File: src/rtl/keypad_digit_fifo.sv
// keypad_digit_fifo
//
// Front end for the lock CPU's parallel-input port. It debounces an active-low
// "enter" pushbutton and captures the BCD digit on the switches on each
// accepted press. Captured digits are queued in a small FIFO. The head digit
// and the queue status are presented as one byte for the CPU to read, and each
// CPU read strobe pops one digit. A second debounced "clear" pushbutton
// flushes the queue and clears the sticky error flags.
//
// Ports
//   clk       system clock
//   rst       synchronous reset, active-high
//   key_n     enter pushbutton, active-low, asynchronous, bouncy
//   clr_n     clear pushbutton, active-low, asynchronous, bouncy
//   digit     BCD digit from the switches, sampled on the accepted press
//   rd_en     one-cycle pop strobe from the CPU read of the input address
//   data_out  {nonempty, count[2:0], head_digit[3:0]}
//   full      the queue holds DEPTH digits
//   err       sticky: a press occurred with digit > 9
//   ovf       sticky: a press occurred while full with no simultaneous pop

module keypad_digit_fifo #(
  parameter int DEBOUNCE_CYCLES = 1000000,
  parameter int DEPTH           = 4
) (
  input  logic       clk,
  input  logic       rst,
  input  logic       key_n,
  input  logic       clr_n,
  input  logic [3:0] digit,
  input  logic       rd_en,
  output logic [7:0] data_out,
  output logic       full,
  output logic       err,
  output logic       ovf
);

  localparam int CNT_W = (DEBOUNCE_CYCLES > 2) ? $clog2(DEBOUNCE_CYCLES) : 1;
  localparam int PTR_W = $clog2(DEPTH);

  localparam logic [CNT_W-1:0] CNT_LAST  = CNT_W'(DEBOUNCE_CYCLES - 1);
  localparam logic [2:0]       CNT_DEPTH = 3'(DEPTH);

  // Two-flop synchronisers
  logic key_sync_p0, key_sync_p1;
  logic clr_sync_p0, clr_sync_p1;

  // Debounced key levels and their stability counters
  logic             key_db, clr_db;
  logic [CNT_W-1:0] key_cnt, clr_cnt;

  // FIFO state
  logic [3:0]       mem [DEPTH];
  logic [PTR_W-1:0] wr_ptr, rd_ptr;
  logic [2:0]       count;

  // Combinational control
  logic key_mis, clr_mis;
  logic key_acc, clr_acc;
  logic enter_press, clr_press;
  logic nonempty, is_full, digit_bad;
  logic do_push, do_pop, ovf_set;
  logic [3:0] head;

  // ---- stage p0/p1: synchronise the asynchronous pushbuttons ----
  always_ff @(posedge clk) begin
    if (rst) begin
      key_sync_p0 <= 1'b1;
      key_sync_p1 <= 1'b1;
      clr_sync_p0 <= 1'b1;
      clr_sync_p1 <= 1'b1;
    end else begin
      key_sync_p0 <= key_n;
      key_sync_p1 <= key_sync_p0;
      clr_sync_p0 <= clr_n;
      clr_sync_p1 <= clr_sync_p0;
    end
  end

  // A level is accepted on the edge where the counter has already seen
  // DEBOUNCE_CYCLES-1 mismatching cycles and the mismatch is still present.
  // A press is a 1->0 acceptance, so it acts on the same edge the debounced
  // state changes.
  always_comb begin
    key_mis     = (key_sync_p1 != key_db);
    clr_mis     = (clr_sync_p1 != clr_db);
    key_acc     = key_mis && (key_cnt == CNT_LAST);
    clr_acc     = clr_mis && (clr_cnt == CNT_LAST);
    enter_press = key_acc && !key_sync_p1;
    clr_press   = clr_acc && !clr_sync_p1;
  end

  // ---- stage debounce: per-key stability counters ----
  always_ff @(posedge clk) begin
    if (rst) begin
      key_db  <= 1'b1;
      clr_db  <= 1'b1;
      key_cnt <= '0;
      clr_cnt <= '0;
    end else begin
      if (!key_mis) begin
        key_cnt <= '0;
      end else if (key_acc) begin
        key_db  <= key_sync_p1;
        key_cnt <= '0;
      end else begin
        key_cnt <= key_cnt + CNT_W'(1);
      end

      if (!clr_mis) begin
        clr_cnt <= '0;
      end else if (clr_acc) begin
        clr_db  <= clr_sync_p1;
        clr_cnt <= '0;
      end else begin
        clr_cnt <= clr_cnt + CNT_W'(1);
      end
    end
  end

  // When full, a same-cycle pop frees the slot the push needs, so the push is
  // accepted. The write lands at wr_ptr, which equals the old rd_ptr, and that
  // slot becomes the new tail.
  always_comb begin
    nonempty  = (count != 3'd0);
    is_full   = (count == CNT_DEPTH);
    digit_bad = (digit > 4'd9);
    do_pop    = rd_en && nonempty;
    do_push   = enter_press && !digit_bad && (!is_full || rd_en);
    ovf_set   = enter_press && !digit_bad && is_full && !rd_en;
  end

  // ---- stage fifo: pointers, count and sticky flags ----
  always_ff @(posedge clk) begin
    if (rst) begin
      wr_ptr <= '0;
      rd_ptr <= '0;
      count  <= 3'd0;
      err    <= 1'b0;
      ovf    <= 1'b0;
    end else if (clr_press) begin
      wr_ptr <= '0;
      rd_ptr <= '0;
      count  <= 3'd0;
      err    <= 1'b0;
      ovf    <= 1'b0;
    end else begin
      if (do_push) wr_ptr <= wr_ptr + PTR_W'(1);
      if (do_pop)  rd_ptr <= rd_ptr + PTR_W'(1);
      case ({do_push, do_pop})
        2'b10:   count <= count + 3'd1;
        2'b01:   count <= count - 3'd1;
        default: count <= count;
      endcase
      if (enter_press && digit_bad) err <= 1'b1;
      if (ovf_set)                  ovf <= 1'b1;
    end
  end

  // Storage is data only; occupancy is tracked by the control registers, so
  // the entries need no reset.
  always_ff @(posedge clk) begin
    if (do_push && !clr_press && !rst) mem[wr_ptr] <= digit;
  end

  // ---- output decode from registered state ----
  always_comb begin
    head     = nonempty ? mem[rd_ptr] : 4'd0;
    data_out = {nonempty, count, head};
    full     = is_full;
  end

endmodule

File: config.mk
export PLATFORM = sky130hd
export DESIGN_NAME = keypad_digit_fifo
export DESIGN_NICKNAME = d
export VERILOG_FILES = /design/src/rtl/keypad_digit_fifo.sv
export SDC_FILE = /design/constraint.sdc
export NUM_CORES = 1
export LEC_CHECK = 0
export ABC_AREA = 1
export CAP_MARGIN = 20
export CORE_MARGIN = 4
export CORE_UTILIZATION = 55
export DETAILED_ROUTE_END_ITERATION = 12
export MAX_ROUTING_LAYER = met4
export PLACE_DENSITY = 0.81
export SKIP_CTS_REPAIR_TIMING = 1
export SYNTH_ARGS = -nofsm -noshare
export SYNTH_HDL_FRONTEND = slang
export SYNTH_SLANG_ARGS = --single-unit
File: constraint.sdc
create_clock -name clk -period 2.98 [get_ports clk]
set_input_delay 0.298 -clock clk [delete_from_list [all_inputs] [get_ports clk]]
set_output_delay 0.298 -clock clk [all_outputs]
set_load 0.01 [all_outputs]
Word-level counts from Yosys, hierarchy flattened
Memory sizes are Yosys's and may differ from the RTL's. A register that Yosys moved wholly into a read port is not among the register bits. Index checks and enable logic that the tools add are counted.

Bits in registers: 55. Memory bits (writable): 16. Input port bits: 9. Output and inout bits: 11. Word-level logic and storage cells: 63. Memories: 1.

Memory list: mem (depth 4, bits a word 4, read ports 1, clocked after Yosys merged registers in 1, wr ports 1, line 53) `logic [3:0] mem [DEPTH];`.

Add/subtract/negate cells: 6. $lt $le $gt $ge: 1. Equality and inequality tests: 7. Mux-type cells: 6. Bitwise operators: 2. Reductions and logical operators: 27.

Operator list (number): 20-bit by 1-bit adder with 20-bit output, second input constant (2); 20-bit == test, second input constant (2); 1-bit logical AND (12); 1-bit zero test (7); 3-bit case mux with 2 select lines (1); 3-bit OR reduction (2); 2-bit by 1-bit adder with 2-bit output, second input constant (2); 4-bit greater-than comparator, second input constant (1); 2-bit two-way mux (2); 4-bit two-way mux (1); 2-bit AND reduction (2); 3-bit by 1-bit adder with 3-bit output, second input constant (1); 3-bit == test, second input constant (1); 3-bit nonzero test (1); 3-bit by 1-bit subtractor with 3-bit output, second input constant (1); 2-bit by 1-bit == test with 1-bit output, second input constant (1); 2-bit == test, second input constant (1); 1-bit two-way mux (2); 1-bit != test (2); 1-bit inverter (2); 2-bit nonzero test (1); 2-bit OR reduction (1); 1-bit logical OR (1).

Logic depth before layout (Yosys ltp)
Gate-level depths: netlist of run 1.

Word-level depth: 9. Mapped depth: 14. Mapped depth without buffers: 14.

Least setup slack after synthesis of run 1
Ideal clock, no wire load.

Path type: reg2reg. Start point: register count[2]. End point: register count[2]. Library setup time: 116 ps. Arrival: 2161 ps. Required time: 2864 ps. Path slack: 703 ps. Stages on the path, launching flop included: 11. Path buffers: 0. Clock period less this slack: 2277 ps. Cell sequence: dfxtp_1 -> nor3b_1 -> nand2_1 -> nand3_4 -> ha_1 -> inv_1 -> fa_1 -> a21oi_1 -> o21ai_0 -> xor2_1 -> nor2_1.

Longest elaborated chain between the ends: 6. Elaborated cells between the ends (all ways): 12. Those cells by class: add/sub: 2; eq/ne: 3; mux: 1; reduce/logical: 6.

Ends and longest elaborated chain: from (decl) (line 55) `logic [2:0] count;`; from (signal assigned) (line 151) `2'b10: count <= count + 3'd1;`; from (signal assigned) (line 152) `2'b01: count <= count - 3'd1;`; from (signal assigned) (line 153) `default: count <= count;`; 3-bit == test * (line 126) `is_full = (count == CNT_DEPTH);`; named net full (line 33) `output logic full,`; 1-bit zero test * (line 129) `do_push = enter_press && !digit_bad && (!is_full || rd_en);`; 1-bit logical OR * (line 129); 1-bit logical AND * (line 129); 2-bit by 1-bit == test with 1-bit output / 2-bit == test (equally long branches) (line 150) `case ({do_push, do_pop})`; 3-bit case mux with 2 select lines / 2-bit nonzero test (equally long branches).

The timed path passes the listed nets; every way through them passes the cells marked *. A chain may end at the register's enable or synchronous reset.

Worst setup path after layout of run 1
Start point: register key_cnt[0]. End point: register count[2].

Longest elaborated chain between the ends: 7. Elaborated cells between the ends (all ways): 9. Those cells by class: eq/ne: 3; mux: 1; reduce/logical: 5.

Ends and longest elaborated chain: from (decl) (line 50) `logic [CNT_W-1:0] key_cnt, clr_cnt;`; from (signal assigned) (line 107) `key_cnt <= key_cnt + CNT_W'(1);`; 20-bit == test * (line 87) `key_acc = key_mis && (key_cnt == CNT_LAST);`; 1-bit logical AND * (line 87); 1-bit logical AND * (line 89) `enter_press = key_acc && !key_sync_p1;`; 1-bit logical AND * (2 in series) (line 129); 2-bit by 1-bit == test with 1-bit output / 2-bit == test (equally long branches) (line 150); 3-bit case mux with 2 select lines / 2-bit nonzero test (equally long branches).

Every way passes the cells marked *; elsewhere a longest branch is shown, timed or not.

==> results by group, run 1 <==
Placement
  – Hpwl dp: 5070 um
  – Port Buffers: 19
  – Routability congestion estimate: 0.876

Hold path
  – Worst hold path class: register to register
  – Hold Crit Start: clr_sync_p0$_SDFF_PP1_

Die
  – Starting Density: 57.9%
  – Site Rows: 28
  – IO Pins: 20
  – Die ar.: 0.00768 mm2
  – Core area: 0.00603 mm2
  – Chip Width: 87.6 um
  – Die Y: 87.6 um

Yosys
  – Largest family of logic cells by synthesized area: simple AND/OR/NAND/NOR gates
  – Post-synthesis sequential area ratio: 46.5%
  – Synth Area in XOR/XNOR: 4.02%
  – EDFF count, synth: 16
  – Cell Area, Synth: 0.00349 mm2
  – Syn Nets: 455
  – Synth Area in Adders: 3.08%
  – Fraction of registers with async set/reset: 0%
  – Post-Syn Instances: 438
  – Synth Area in Simple Gates: 33.6%
  – Register bit count reported by yosys: 73
  – Synth Area in Compound Gates: 5.60%
  – Yosys warns: 0
  – Syn_area_per_cell: 7.96 um2
  – Fraction of synthesized area in multiplexers: 0%
  – Distinct cells, synth: 33
  – Ys flop type: dfxtp_1

Timing
  – Total negative slack: 0 ns
  – Hold slack: 0.414 ns
  – Crit share post-route: 84.8%
  – RSZ-0062 raised after global routing: false
  – Final hold vios: 0
  – Clock Skew: 0.00869 ns
  – Fin crit period: 2.53 ns
  – Max Clock Freq: 0.396 GHz
  – Worst slew margin: 46.6%
  – Slew @ Worst Pin: 0.799 ns
  – # setup viols final: 0
  – Slew Viols, Final: 0

Worst setup path
  – RR Endpoint: count[2]$_SDFFE_PP0P_
  – Critical-path maximum fanout: 5
  – Reg-to-Reg Start: key_cnt[0]$_SDFF_PP0_
  – Worst reg2reg setup slack: 0.45 ns
  – CP Class: register to register
  – Reg2Reg Depth: 13
  – Startpoint Class: register
  – CP Data Required Time: 3.22 ns
  – Setup crit end kind: register
  – Crit path from: key_cnt[0]$_SDFF_PP0_
  – Worst Path Arrival: 2.76 ns
  – Crit path capture: count[2]$_SDFFE_PP0P_

Layout
  – Most frequent cells in the layout: nor2_1, nand2_1, dfxtp_1
  – Area delta synth->final: 14.2%
  – Most common cell after layout, fill and taps aside: nor2_1
  – Nets: 479
  – Share of cells above drive strength 1: 10.9%
  – Inserted Diodes: 0

Flow run
  – Max-cap violation count: 0

Drt
  – Initial drt markers: 182
  – Post-route ant nets: 0
  – DR pass1 iterations: 4
  – Drt wl/cell: 12.6 um
  – Vias: 2826
  – Vias per cell: 5.21
  – Post-route DRC: 0
  – Routed WL: 6830 um

CTS
  – Clk_lat worst skew: 0.35 ns
  – Worst-case clock buffer depth: 2
  – Cts bufs inserted: 9
  – CTS tree: done
  – CTS sink count: 73
  – Root buffer cell: clkbuf_8
  – CTS H-tree depth: 3
  – Clock-pin slew on the worst setup and hold paths: 0.08 ns

Global routing
  – Total track usage: 20.4%
  – Largest net degree at the start of global routing: 21
  – Global-route wire length before repair: 11800 um
  – Antenna violations before repair: 0
  – Vias in the first global route: 2676
  – Global route overflow: 0

Status
  – Status: finished clean

Pwr
  – P per Cell Area: 498 mW/mm2
  – VDD IR max: 428 uV
  – Lkg Pwr: 1.35 nW
  – Design Power: 1.98 mW
==> report_power, final <==
group          internal, mW  leakage, nW  switching (mW)
clock                 0.557        0.124           0.379
sequential             1.01        0.604         0.00216
combinational        0.0138        0.621          0.0188
total                  1.58         1.35           0.400
==> sequential cells by signal, indices dropped and copies added, names as in the netlist, named ones only <==
name and cells:
wr_ptr 2, err 1, clr_db 1, clr_sync_p1 1
clr_sync_p0 1, key_db 1, key_sync_p1 1, ovf 1
mem 16, key_sync_p0 1, clr_cnt 20, rd_ptr 2
key_cnt 20, count 3
==> per-layer routing <==
| metal | GRT usage (%) | share of wire, % |
|---|---|---|
| met1 | 25.9 | 46 |
| met2 | 31.2 | 46 |
| met4 | 10.3 | 1.9 |
| met3 | 3.48 | 5.5 |
| met5 | - | 0 |
==> area by class of cell <==
type	count	area (um2)
fillers	509	2040
flip-flops and latches	73	1620
multi-input cells	301	1610
inverters	57	214
repair buffers	20	198
clock buffers	9	124
clock inverters	7	118
well taps	75	93.8
==> through the flow <==
| step | setup WS [ns] | instances | cell area [um2] | util, % |
|---|---|---|---|---|
| after floorplan | 0.703 | 438 | 3490 | - |
| after global placement | 0.593 | 526 | 3740 | 62.1 |
| after detailed placement | 0.366 | 526 | 3740 | 62.1 |
| after CTS | 0.446 | 542 | 3980 | 66.1 |
| after global routing | 0.204 | 542 | 3980 | 66.1 |
| final | 0.453 | 542 | 3980 | 66.1 |
==> cells by family (layout without fill, tap and decap cells) <==
family / Yosys count / in the layout
flip-flops: 73 / 73
XOR/XNOR: 16 / 16
AO/OA/AOI/OAI: 38 / 38
AND/OR/NAND/NOR: 239 / 239
adder cells (fa/ha/maj): 8 / 8
buffers and inverters: 64 / 93
==> synth_stat cells, types with 7 or more instances <==
master / count / area share, %
nor2_2: 7 / 1.3
nand4_1: 16 / 2.9
o21ai_0: 13 / 1.9
edfxtp_1: 16 / 14
inv_1: 55 / 5.9
nand3_1: 19 / 2.7
nor2_1: 84 / 9.0
nor3_1: 14 / 2.0
ha_1: 7 / 2.5
xor2_1: 9 / 2.3
nor3_2: 9 / 2.6
nand2_1: 65 / 7.0
xnor2_1: 7 / 1.8
a21oi_1: 22 / 3.2
dfxtp_1: 57 / 33
==> worst max-delay path: stages (launching register included) <==
cell     delay (ns)
dfxtp_1        0.38
ha_1           0.26
nand3_1        0.19
nor2_4         0.17
nand3_4        0.11
nor2_4         0.16
nand3_4        0.12
ha_1           0.22
inv_1          0.12
fa_1           0.22
a21oi_1        0.09
o21ai_0        0.12
xor2_1         0.19
nor2_1         0.06
==> worst min-delay path by stage <==
stage                                  end  cells after the start
finish              clr_sync_p1$_SDFF_PP1_                      1
global route        clr_sync_p1$_SDFF_PP1_                      1
CTS                 clr_sync_p1$_SDFF_PP1_                      1
detailed placement  clr_sync_p1$_SDFF_PP1_                      1
global placement    clr_sync_p1$_SDFF_PP1_                      1
floorplan           clr_sync_p1$_SDFF_PP1_                      1
No activity file was read; power rests on OpenSTA's default activity.
==> run 2, diff against run 1 <==
--- a/config.mk
+++ b/config.mk
@@ -8,10 +8,10 @@
 export ABC_AREA = 1
 export CAP_MARGIN = 20
 export CORE_MARGIN = 4
-export CORE_UTILIZATION = 55
+export CORE_UTILIZATION = 53
 export DETAILED_ROUTE_END_ITERATION = 12
 export MAX_ROUTING_LAYER = met4
-export PLACE_DENSITY = 0.81
+export PLACE_DENSITY = 0.82
 export SKIP_CTS_REPAIR_TIMING = 1
 export SYNTH_ARGS = -nofsm -noshare
 export SYNTH_HDL_FRONTEND = slang
==> constraint.sdc (replaced) <==
create_clock -name clk -period 2.1 [get_ports clk]
set_input_delay 0.21 -clock clk [delete_from_list [all_inputs] [get_ports clk]]
set_output_delay 0.21 -clock clk [all_outputs]
set_load 0.01 [all_outputs]
==> results by group, run 2 (synthesis results as in run 1) <==
Worst setup path
  – Critical-path maximum fanout: 5 (unchanged)
  – CP Class: register to register
  – CP Data Required Time: 2.39 ns (-0.83 ns)
  – Startpoint Class: register
  – Worst reg2reg setup slack: 0.09 ns (-0.37 ns)
  – Worst Path Arrival: 2.30 ns (-0.46 ns)
  – Setup crit end kind: register

Layout
  – Layout Utilization: 65.8% (-0.26 points)
  – Most common cell after layout, fill and taps aside: nor2_1
  – Fill cells: 508 (-0.20%)
  – Post-route insts no fill: 573 (+5.7%)
  – Most frequent cells in the layout: nor2_1, nand2_1, inv_1
  – Fin area: 0.00420 mm2 (+5.6%)
  – Share of cells above drive strength 1: 20.0% (+9.0 points)
  – Nets: 508 (+6.1%)
  – Largest regs: clr_cnt (20), key_cnt (20), mem (16)
  – Inserted Diodes: 0 (unchanged)
  – Area delta synth->final: 20.5%

Timing
  – Hold slack: 0.416 ns (+0.00183 ns)
  – Max Clock Freq: 0.497 GHz (+26%)
  – Slew @ Worst Pin: 0.383 ns (-0.416 ns)
  – # setup viols final: 0 (unchanged)
  – Clock Skew: 0.0132 ns (+0.00451 ns)
  – Worst slew margin: 74.3% (+28 points)
  – Final hold vios: 0 (unchanged)
  – Slew Viols, Final: 0 (unchanged)
  – Fin crit period: 2.01 ns (-0.514 ns)
  – Crit share post-route: 95.8% (+11 points)

CTS
  – CTS sink count: 73 (unchanged)
  – Clock-pin slew on the worst setup and hold paths: 0.08 ns (about the same)
  – Cts bufs inserted: 9 (unchanged)
  – CTS H-tree depth: 3 (unchanged)
  – Root buffer cell: clkbuf_8
  – Worst-case clock buffer depth: 2 (unchanged)
  – CTS tree: done
  – Clk_lat worst skew: 0.36 ns (about the same)

Drt
  – DR pass1 iterations: 4 (unchanged)
  – Vias per cell: 5.16 (-1.0%)
  – Drt wl/cell: 12.1 um (-3.8%)
  – Post-route ant nets: 0 (unchanged)
  – Vias: 2957 (+4.6%)
  – Routed WL: 6950 um (+1.7%)
  – Post-route DRC: 0 (unchanged)
  – Initial drt markers: 175 (-3.8%)

Pwr
  – VDD IR max: 464 uV (+8.4%)
  – Design Power: 2.41 mW (+21%)
  – P per Cell Area: 573 mW/mm2 (+15%)
  – Lkg Pwr: 1.46 nW (+8.1%)

Placement
  – DP Area: 0.00396 mm2 (+6.0%)
  – Hpwl dp: 5180 um (+2.2%)
  – Port Buffers: 19 (unchanged)
  – Routability congestion estimate: 0.898 (+2.5%)
  – Placed cell count: 554 (+5.3%)

Global routing
  – Largest net degree at the start of global routing: 21 (unchanged)
  – Global route overflow: 0 (unchanged)
  – Total track usage: 19.8% (-0.59 points)
  – Antenna violations before repair: 0 (unchanged)
  – Global routing usage on met2: 32.4% (+1.2 points)
  – Most Crowded Layer GR: met2
  – Global-route wire length before repair: 11900 um (+0.93%)
  – Vias in the first global route: 2817 (+5.3%)
  – M3 GR Usage: 5.62% (+2.1 points)
  – M1 GR Usage: 22.9% (-3.0 points)

Die
  – Chip Width: 89.1 um (+1.7%)
  – Die Y: 89.1 um (+1.7%)
  – Site Rows: 29 (+3.6%)
  – Core area: 0.00639 mm2 (+6.0%)
  – Die ar.: 0.00794 mm2 (+3.4%)
  – Starting Density: 54.6% (-3.3 points)
  – IO Pins: 20 (unchanged)

Flow run
  – Max-cap violation count: 0 (unchanged)

Status
  – Status: finished clean

Hold path
  – Worst hold path class: register to register
## run 2: cell count changes in the layout (fill, tap and decap cells not counted), sizes merged
cell and delta:
clkinvlp +1, bufinv -3, clkbuf +3, buf +29, inv -1
## run 2: worst max-delay path, cell delays in order (launching register included)
cell and delay (ns):
dfxtp_4 0.37, ha_4 0.17, nand3_4 0.09, nor2_4 0.11, nand3_4 0.09, nor2_4 0.13
nand3_4 0.10, ha_4 0.18, inv_2 0.06, fa_2 0.43, nor2_2 0.09, a21oi_1 0.04
nor2_1 0.11
## run 2: final timing paths
kind | startpoint | endpoint | depth (start not counted)
worst max-delay path | key_cnt[0]$_SDFF_PP0_ | count[1]$_SDFFE_PP0P_ | 12
worst min-delay path | clr_sync_p0$_SDFF_PP1_ | clr_sync_p1$_SDFF_PP1_ | 1
worst max register to register | key_cnt[0]$_SDFF_PP0_ | count[1]$_SDFFE_PP0P_ | 12
worst min register to register | clr_sync_p0$_SDFF_PP1_ | clr_sync_p1$_SDFF_PP1_ | 1
## run 2: report_power, final
part / switching (mW) / internal, mW
clock network: 0.489 / 0.423
logic: 0.0309 / 0.0276
registers: 0.00224 / 1.43
## run 2: final cells by class
| cell class | count | area, um2 | area share [%] |
|---|---|---|---|
| Tap cell | 77 | 96.3 | 2.29 |
| Timing Repair Buffer | 49 | 415 | 9.88 |
| Inverter | 57 | 214 | 5.09 |
| Multi-Input combinational cell | 301 | 1680 | 40.0 |
| Clock inverter | 4 | 22.5 | 0.536 |
| Clock buffer | 12 | 135 | 3.21 |
| Sequential cell | 73 | 1640 | 39.0 |
## run 2: routing by layer
metal	wire length [um]	part of all wire, %
met5	0	0
met4	130	1.9
met3	301	4.3
met2	3360	48
met1	3150	45
## run 2: metrics by stage
step                setup slack (ns)  setup TNS, ns
finish                        0.0872              0
global route                 -0.0337        -0.0337
CTS                          -0.0341        -0.0638
detailed placement           -0.0577        -0.0577
global placement              0.0213              0
floorplan                    -0.0115        -0.0115
